`src/rtl/cpu_pkg.sv`:
```
// Shared CPU pipeline types and constants used by the ID/EX issue stage.
package cpu_pkg;

   localparam int XLEN      = 32;
   localparam int REG_IDX_W = 5;

   localparam logic SEL_A_RS1 = 1'b0;
   localparam logic SEL_A_PC  = 1'b1;
   localparam logic SEL_B_RS2 = 1'b0;
   localparam logic SEL_B_IMM = 1'b1;

   typedef struct packed {
      logic [XLEN-1:0]      a;
      logic [XLEN-1:0]      b;
      logic [XLEN-1:0]      store_data;
      logic [XLEN-1:0]      pc;
      logic [2:0]           funct3;
      logic [6:0]           funct7;
      logic [REG_IDX_W-1:0] rd;
      logic                 is_load;
   } issue_payload_t;

endpackage

```
`src/rtl/alu_issue_operand_forward.sv`:
```
// Per-source-register forward mux: x0 forces zero, then EX result, then MEM result, then regfile.
module operand_forward #(
   parameter int W     = 32,
   parameter int IDX_W = 5
) (
   input  logic [IDX_W-1:0] idx,
   input  logic [W-1:0]     rf_data,
   input  logic             ex_fwd_en,
   input  logic [IDX_W-1:0] ex_rd,
   input  logic [W-1:0]     ex_data,
   input  logic             mem_fwd_en,
   input  logic [IDX_W-1:0] mem_rd,
   input  logic [W-1:0]     mem_data,
   output logic [W-1:0]     fwd
);

   always_comb begin
      fwd = rf_data;
      if (idx == '0) begin
         fwd = '0;
      end else if (ex_fwd_en && (ex_rd == idx)) begin
         fwd = ex_data;
      end else if (mem_fwd_en && (mem_rd == idx)) begin
         fwd = mem_data;
      end
   end

endmodule

```
`src/rtl/alu_issue.sv`:
```
// ID/EX issue stage: operand resolution with forwarding, load-use bubble insertion,
// and the EX pipeline register behind a valid/ready handshake.
module alu_issue
   import cpu_pkg::issue_payload_t, cpu_pkg::SEL_A_PC, cpu_pkg::SEL_B_IMM;
#(
   parameter int XLEN        = 32,
   parameter int REG_IDX_W   = 5,
   parameter int STALL_CNT_W = 32
) (
   input  logic                   clk,
   input  logic                   reset,
   input  logic                   flush,
   input  logic                   id_valid,
   output logic                   id_ready,
   input  logic [XLEN-1:0]        id_pc,
   input  logic [REG_IDX_W-1:0]   id_rs1,
   input  logic [REG_IDX_W-1:0]   id_rs2,
   input  logic [REG_IDX_W-1:0]   id_rd,
   input  logic                   id_uses_rs1,
   input  logic                   id_uses_rs2,
   input  logic [XLEN-1:0]        id_rs1_data,
   input  logic [XLEN-1:0]        id_rs2_data,
   input  logic [XLEN-1:0]        id_imm,
   input  logic                   id_sel_a,
   input  logic                   id_sel_b,
   input  logic [2:0]             id_funct3,
   input  logic [6:0]             id_funct7,
   input  logic                   id_is_load,
   input  logic [XLEN-1:0]        alu_result,
   input  logic                   mem_valid,
   input  logic [REG_IDX_W-1:0]   mem_rd,
   input  logic [XLEN-1:0]        mem_data,
   input  logic                   ex_ready,
   output logic                   ex_valid,
   output logic [XLEN-1:0]        ex_a,
   output logic [XLEN-1:0]        ex_b,
   output logic [2:0]             ex_funct3,
   output logic [6:0]             ex_funct7,
   output logic [REG_IDX_W-1:0]   ex_rd,
   output logic                   ex_is_load,
   output logic [XLEN-1:0]        ex_store_data,
   output logic [XLEN-1:0]        ex_pc,
   output logic [STALL_CNT_W-1:0] stall_count
);

   logic                   vld_p1;
   issue_payload_t         pay_p1;
   issue_payload_t         pay_p0;
   logic [STALL_CNT_W-1:0] stall_cnt;
   logic [XLEN-1:0]        fwd_rs1_p0;
   logic [XLEN-1:0]        fwd_rs2_p0;
   logic                   ex_fwd_en;
   logic                   hazard;
   logic                   advance;

   // A load in EX has no data yet, so it must never feed the EX forward path.
   assign ex_fwd_en = vld_p1 && !pay_p1.is_load;

   operand_forward #(.W(XLEN), .IDX_W(REG_IDX_W)) u_fwd_rs1 (
      .idx        (id_rs1),
      .rf_data    (id_rs1_data),
      .ex_fwd_en  (ex_fwd_en),
      .ex_rd      (pay_p1.rd),
      .ex_data    (alu_result),
      .mem_fwd_en (mem_valid),
      .mem_rd     (mem_rd),
      .mem_data   (mem_data),
      .fwd        (fwd_rs1_p0)
   );

   operand_forward #(.W(XLEN), .IDX_W(REG_IDX_W)) u_fwd_rs2 (
      .idx        (id_rs2),
      .rf_data    (id_rs2_data),
      .ex_fwd_en  (ex_fwd_en),
      .ex_rd      (pay_p1.rd),
      .ex_data    (alu_result),
      .mem_fwd_en (mem_valid),
      .mem_rd     (mem_rd),
      .mem_data   (mem_data),
      .fwd        (fwd_rs2_p0)
   );

   assign hazard = vld_p1 && pay_p1.is_load && (pay_p1.rd != '0) &&
                   ((id_uses_rs1 && (id_rs1 == pay_p1.rd)) ||
                    (id_uses_rs2 && (id_rs2 == pay_p1.rd)));
   assign advance  = !vld_p1 || ex_ready;
   assign id_ready = advance && !hazard && !flush;

   always_comb begin
      pay_p0            = '0;
      pay_p0.a          = (id_sel_a == SEL_A_PC)  ? id_pc  : fwd_rs1_p0;
      pay_p0.b          = (id_sel_b == SEL_B_IMM) ? id_imm : fwd_rs2_p0;
      pay_p0.store_data = fwd_rs2_p0;
      pay_p0.pc         = id_pc;
      pay_p0.funct3     = id_funct3;
      pay_p0.funct7     = id_funct7;
      pay_p0.rd         = id_rd;
      pay_p0.is_load    = id_is_load;
   end

   // ---- ID -> EX register boundary ----
   always_ff @(posedge clk) begin
      if (reset) begin
         vld_p1    <= 1'b0;
         pay_p1    <= '0;
         stall_cnt <= '0;
      end else if (flush) begin
         vld_p1 <= 1'b0;
      end else if (advance) begin
         if (id_valid && hazard) begin
            vld_p1    <= 1'b0;
            stall_cnt <= stall_cnt + 1'b1;
         end else if (id_valid) begin
            vld_p1 <= 1'b1;
            pay_p1 <= pay_p0;
         end else begin
            vld_p1 <= 1'b0;
         end
      end
   end

   assign ex_valid      = vld_p1;
   assign ex_a          = pay_p1.a;
   assign ex_b          = pay_p1.b;
   assign ex_store_data = pay_p1.store_data;
   assign ex_pc         = pay_p1.pc;
   assign ex_funct3     = pay_p1.funct3;
   assign ex_funct7     = pay_p1.funct7;
   assign ex_rd         = pay_p1.rd;
   assign ex_is_load    = pay_p1.is_load;
   assign stall_count   = stall_cnt;

endmodule

```
`config.mk`:
```
export PLATFORM = sky130hd
export DESIGN_NAME = alu_issue
export DESIGN_NICKNAME = d
export VERILOG_FILES = /design/src/rtl/cpu_pkg.sv /design/src/rtl/alu_issue_operand_forward.sv /design/src/rtl/alu_issue.sv
export SDC_FILE = /design/constraint.sdc
export NUM_CORES = 1
export LEC_CHECK = 0
export CAP_MARGIN = 10
export CORE_AREA = 2 2 161 163
export CTS_CLUSTER_DIAMETER = 60
export DETAILED_ROUTE_END_ITERATION = 7
export DIE_AREA = 0 0 163 165
export PLACE_DENSITY = 0.78
export SETUP_SLACK_MARGIN = 0.2
export SLEW_MARGIN = 20
export SYNTH_ARGS = -nofsm -noshare
export SYNTH_HDL_FRONTEND = slang
export SYNTH_SLANG_ARGS = --single-unit
```
`constraint.sdc`:
```
create_clock -name clk -period 3 [get_ports clk]
set_clock_uncertainty 0.15 [all_clocks]
set_input_delay 0.6 -clock clk [delete_from_list [all_inputs] [get_ports clk]]
set_output_delay 0.6 -clock clk [all_outputs]
set_load 0.01 [all_outputs]
```
==> impl_metrics.yaml, run 1 <==
setup_path:
  critical_path_class: "in2reg"
  arrival_ns: 2.89
  worstPathMaxFanout: 32
  r2r_start: "ex_rd[2]"
  path_delay_family: "compound AO/OA/AOI/OAI gates"
  critPathMaxStageDelay_ns: 0.48
  worstSetupStartpoint: "mem_rd[0]"
  slowest_stage: "clkdlybuf4s50_1"
  end_kind: "flip-flop"
  worstSetupStartpointType: "input pin"
  cp_cell_sequence: "clkdlybuf4s50_1, buf_4, a222oi_1, and3_1, buf_12, nand2_1, a311o_1, a211oi_1"
  worst-path-buf-inv: 3
  required_ns: 3.18
yosys:
  ys_ff_latch: 177
  synth-compound-area-share_pct: 27.9
  synthFlopType: "dfxtp_1"
  synth-simple-area-share_pct: 23.2
  yosys.area_share.adder_pct: 0.144
  syn_nets: 1369
  syn_area_sq_um: 8720
  synth_top_family_by_area: "compound AO/OA/AOI/OAI gates"
  avgSynthCellArea_sq_um: 7.68
  muxShareOfSynthArea_pct: 0.115
  yosysWarnings: 0
  async_flop_share_pct: 0
  ys_types: 45
  synthCells: 1135
  yosysSeqAreaShare_pct: 40.7
  synth-edff-count: 0
  synth_xor_area_share_pct: 3.12
clocking:
  path_clk_slew_ns: 0.08
  numClockSinks: 177
  cts_root_buf: "clkbuf_16"
  cts_hold_buf: 0
  cts_htree_levels: 4
  clk_latency_ns: 0.44
  cts_buffers: 17
  cts_buffer_depth: 2
  cts_tree: "yes"
timing:
  min_period_over_period_pct: 90.0
  hold_violations: 0
  final-setup-viol-count: 0
  fmaxAchievable_mhz: 370
  worst_pin_slew_ns: 0.464
  rsz0062_at_grt: "false"
  relSlewSlack_pct: 69.1
  drv_slew: 0
  fin_crit_ns: 2.70
drt:
  initialDrtViolationCount: 949
  viasPerCell: 5.49
  firstDrtPassIters: 6
  vias: 10448
  wl_per_cell_um: 21.3
  route.detailed.drc: 0
  detail-route-antenna-nets: 0
  wl_um: 40500
global_routing:
  track_usage_pct: 28.8
  overflow: 0
  grt_pass1_vias: 9904
  grt_pass1_wl_um: 59000
  grt_max_degree: 87
  antenna_found_initial: 6
pwr:
  p_leak_nw: 5.44
  total_power_mw: 6.19
  powerDensity_nw_per_um2: 428
  ir_worst_vdd_mv: 0.401
place:
  port_buffers: 410
  place.gp.congestion: 1.02
  dp_hpwl_um: 30300
  placed_area_sq_um: 13700
finish:
  syn2layout_area_growth_pct: 65.9
  fin_area_sq_um: 14500
  final_layout_size_suffix_gt1_share_pct: 9.31
  nets: 1789
  mostFrequentLayoutCells: "clkdlybuf4s50_1 (398), nand2_1 (239), dfxtp_1 (176)"
  layout_commonest_cell: "clkdlybuf4s50_1"
die:
  initial_utilization_pct: 34.8
  die_area_sq_um: 26900
  die_width_um: 163
  ioPinCount: 411
  rows: 58
  core_area_sq_um: 25000
  die_y_um: 165
hold_path:
  holdCritPathClass: "reg2reg"
  holdCritStartpoint: "ex_pc[6]"
run_status:
  status: "completed"
job:
  drv_cap: 0
-- timing repair --
item,CTS,global route
resized for setup,12,7
setup buffers,7,2
setup endpoints to repair,1,6
gates cloned,0,0
pin swaps,5,5
-- sequential cells by signal, indices dropped and copies added, names as in the netlist --
name           flops
ex_store_data     32
ex_pc             32
ex_b              32
stall_count       32
ex_valid           1
ex_funct7          7
ex_funct3          3
ex_rd              5
ex_a              32
ex_is_load         1
-- synthesized netlist by cell type (all sizes together), types with 4 or more instances --
cell type  count  area share, %
a21oi        130            7.5
a31oi         32            2.3
a211oi        64            5.5
nor2         150            6.5
o21ai         10           0.57
and2           4           0.29
a311o         64            7.3
xnor2          5           0.50
or3           10           0.78
a22o          31            3.1
nand4         10           0.72
clkbuf        78            3.4
nand3         15           0.86
buf           22            1.3
dfxtp        177             41
inv            4           0.17
nor4           5           0.36
o31ai          8           0.69
nand2        239             10
xor2          26            2.6
and3          13           0.93
or4           11           0.95
-- tightest hold or removal path, cell delays in order (launching register included) --
cell and delay [ns]:
dfxtp_1 0.31, nand2_1 0.05, a21oi_1 0.05
-- worst paths after layout --
path / endpoint / slack [ns] / depth (start not counted)
max: ex_b[12] / 0.30 / 8
min reg2reg: ex_pc[6] / 0.31 / 2
max reg2reg: ex_b[12] / 0.36 / 12
min: ex_pc[6] / 0.31 / 2
-- stage by stage --
stage / hold WS [ns] / std cells / utilization (%) / setup slack, ns / TNS [ns]
CTS: 0.306 / 1896 / 57.6 / 0.201 / 0
detailed placement: 0.295 / 1857 / 54.8 / -0.152 / -5.26
global placement: 0.291 / 1857 / 54.8 / -0.158 / -2.47
floorplan: 0.331 / 1135 / - / 0.447 / 0
global route: 0.323 / 1904 / 57.7 / 0.237 / 0
finish: 0.306 / 1904 / 57.7 / 0.299 / 0
-- kinds of logic after synthesis --
kind of cell    after synthesis
compound gates              347
xor+xnor                     31
fa+ha+maj                     1
buf+inv                     104
flops                       177
mux                           1
simple gates                474
-- power breakdown --
group	leakage [nW]	internal [mW]	switching (mW)
sequential	1.45	2.46	0.0723
combinational	3.68	0.702	0.572
clock	0.306	1.22	1.17
-- layer usage --
layer	routed length [um]	share of wire (%)	global-route usage [%]	vias to the layer above
met4	1870	4.6	13.6	0
li1	-	-	-	4927
met1	16800	41	37.2	4861
met2	18300	45	44.8	559
met3	3560	8.8	7.73	101
met5	0	0	0	-
-- final cells by class --
| class | count | area [sq um] |
|---|---|---|
| Antenna cell | 6 | 15.0 |
| Clock buffer | 17 | 425 |
| Clock inverter | 15 | 213 |
| Fill cell | 2263 | 10600 |
| Inverter | 4 | 15.0 |
| Multi-Input combinational cell | 854 | 4820 |
| Sequential cell | 177 | 3540 |
| Tap cell | 330 | 413 |
| Timing Repair Buffer | 501 | 5010 |
Power figures use the tool's default switching activity.
==> run 2: changes to the inputs <==
HOLD_SLACK_MARGIN = 0.03   (was unset)
REMOVE_ABC_BUFFERS = 1   (was unset)
==> run 2 against run 1 <==
Compared with the run above:
- combinational power hardly changed
- via count increased by 0.59%
- cell count is 0.74% lower
- critical path type is now reg2out
- critical endpoint is now id_ready
- largest power group unchanged
- final area shrank 0.78%
- largest cell class unchanged
- wire length shrank 6.7%
- setup slack better by 0.0012 ns
==> impl_metrics.yaml, run 2 (synthesized netlist as in run 1, its figures left out) <==
clocking:
  cts_hold_buf: 0
  path_clk_slew_ns: 0.07
  cts_buffer_depth: 2
  numClockSinks: 177
  cts_buffers: 17
  clk_latency_ns: 0.44
  cts_tree: "yes"
  cts_htree_levels: 4
  cts_root_buf: "clkbuf_16"
finish:
  final_layout_size_suffix_gt1_share_pct: 9.18
  postLayoutCoreUtil_pct: 57.3
  syn2layout_area_growth_pct: 64.6
  mostFrequentLayoutCells: "clkdlybuf4s50_1 (398), nand2_1 (238), dfxtp_1 (176)"
  fin_cells: 1890
  layout_commonest_cell: "clkdlybuf4s50_1"
  fin_area_sq_um: 14300
  nets: 1779
place:
  placed_area_sq_um: 13700
  place.gp.congestion: 0.917
  port_buffers: 410
  dp_hpwl_um: 27300
  place_ws_ns: -0.216
  place_inst: 1852
job:
  drv_cap: 0
drt:
  wl_per_cell_um: 20.0
  wl_um: 37800
  viasPerCell: 5.56
  firstDrtPassIters: 6
  initialDrtViolationCount: 913
  vias: 10510
  detail-route-antenna-nets: 0
  route.detailed.drc: 0
timing:
  relSlewSlack_pct: 35.9
  fmaxAchievable_mhz: 370
  setup_ws_ns: 0.300
  final-setup-viol-count: 0
  rsz0062_at_grt: "true"
  min_period_over_period_pct: 90.0
  hold_violations: 0
  drv_slew: 0
  fin_crit_ns: 2.70
  worst_pin_slew_ns: 0.959
setup_path:
  r2r_slack_ns: 0.44
  end_kind: "primary output"
  worstSetupStartpointType: "flip-flop"
  worstPathMaxFanout: 6
  r2r-end: "ex_store_data[14]"
  critical_path_class: "reg2out"
  required_ns: 2.25
  r2r_start: "ex_rd[0]"
  ff2ff_path_depth: 8
  arrival_ns: 1.95
hold_path:
  min_path_cells: 2
  whs_endpoint: "ex_pc[18]"
  holdCritPathClass: "reg2reg"
  holdCritStartpoint: "ex_pc[18]"
global_routing:
  grt_max_degree: 69
  grt_use_met3_pct: 6.20
  use_met2_pct: 46.1
  grt_pass1_wl_um: 55900
  track_usage_pct: 26.9
  grt_pass1_vias: 10202
  antenna_found_initial: 2
  busiest_layer: "met2"
  grtUsageMet1_pct: 32.4
  overflow: 0
die:
  rows: 58
  ioPinCount: 411
  core_area_sq_um: 25000
  initial_utilization_pct: 34.8
  die_y_um: 165
  die_width_um: 163
  die_area_sq_um: 26900
pwr:
  powerDensity_nw_per_um2: 417
  p_leak_nw: 5.35
  ir_worst_vdd_mv: 0.276
run_status:
  status: "completed"
[run 2: worst max-delay path by stage]
| stage | from | endpoint |
|---|---|---|
| final | ex_rd[2] | id_ready |
| after global routing | id_rs2[1] | ex_store_data[14] |
| after CTS | id_rs1[1] | id_ready |
| after detailed placement | id_rs1[3] | ex_store_data[14] |
| after global placement | id_rs2[4] | id_ready |
| after floorplan | ex_rd[0] | ex_store_data[30] |
[run 2: per-stage QoR]
step | TNS (ns) | hold WS (ns) | power, mW
after global routing | 0 | 0.314 | 6.20
after floorplan | -453.82 | 0.324 | 2.99
after CTS | 0 | 0.306 | 5.98
after detailed placement | -11.55 | 0.296 | 3.80
after global placement | -9.15 | 0.291 | 3.78
final | 0 | 0.304 | 5.98
[run 2: critical path, stage by stage (launching register included)]
cell,delay [ns]
dfxtp_1,0.39
or4_4,0.52
o211a_4,0.28
nand2_2,0.08
and2_1,0.12
buf_2,0.13
[run 2: timing repair]
item,CTS,global route
resized for setup,13,7
setup buffers,2,1
cloned,0,1
setup endpoints to repair,1,46
pin swaps,6,5
[run 2: layer usage]
layer | part of all wire, % | routed length [um]
met1 | 40 | 15100
met2 | 48 | 18000
met3 | 8.5 | 3190
met4 | 3.9 | 1460
met5 | 0 | 0
[run 2: where the power goes]
part	leakage, nW	internal [mW]	switching, mW
clock	0.263	1.10	1.11
combinational	3.64	0.694	0.545
sequential	1.45	2.46	0.0676
total	5.35	4.25	1.72
[run 2: final cells by class]
cell class                 instances  area [sq um]
fill                            2248         10700
timing repair buffer             491          4950
multi-input combinational        854          4860
sequential                       177          3540
clock buffer                      19           433
tap                              330           413
clock inverter                    13           116
inverter                           4          15.0
antenna                            2          5.00
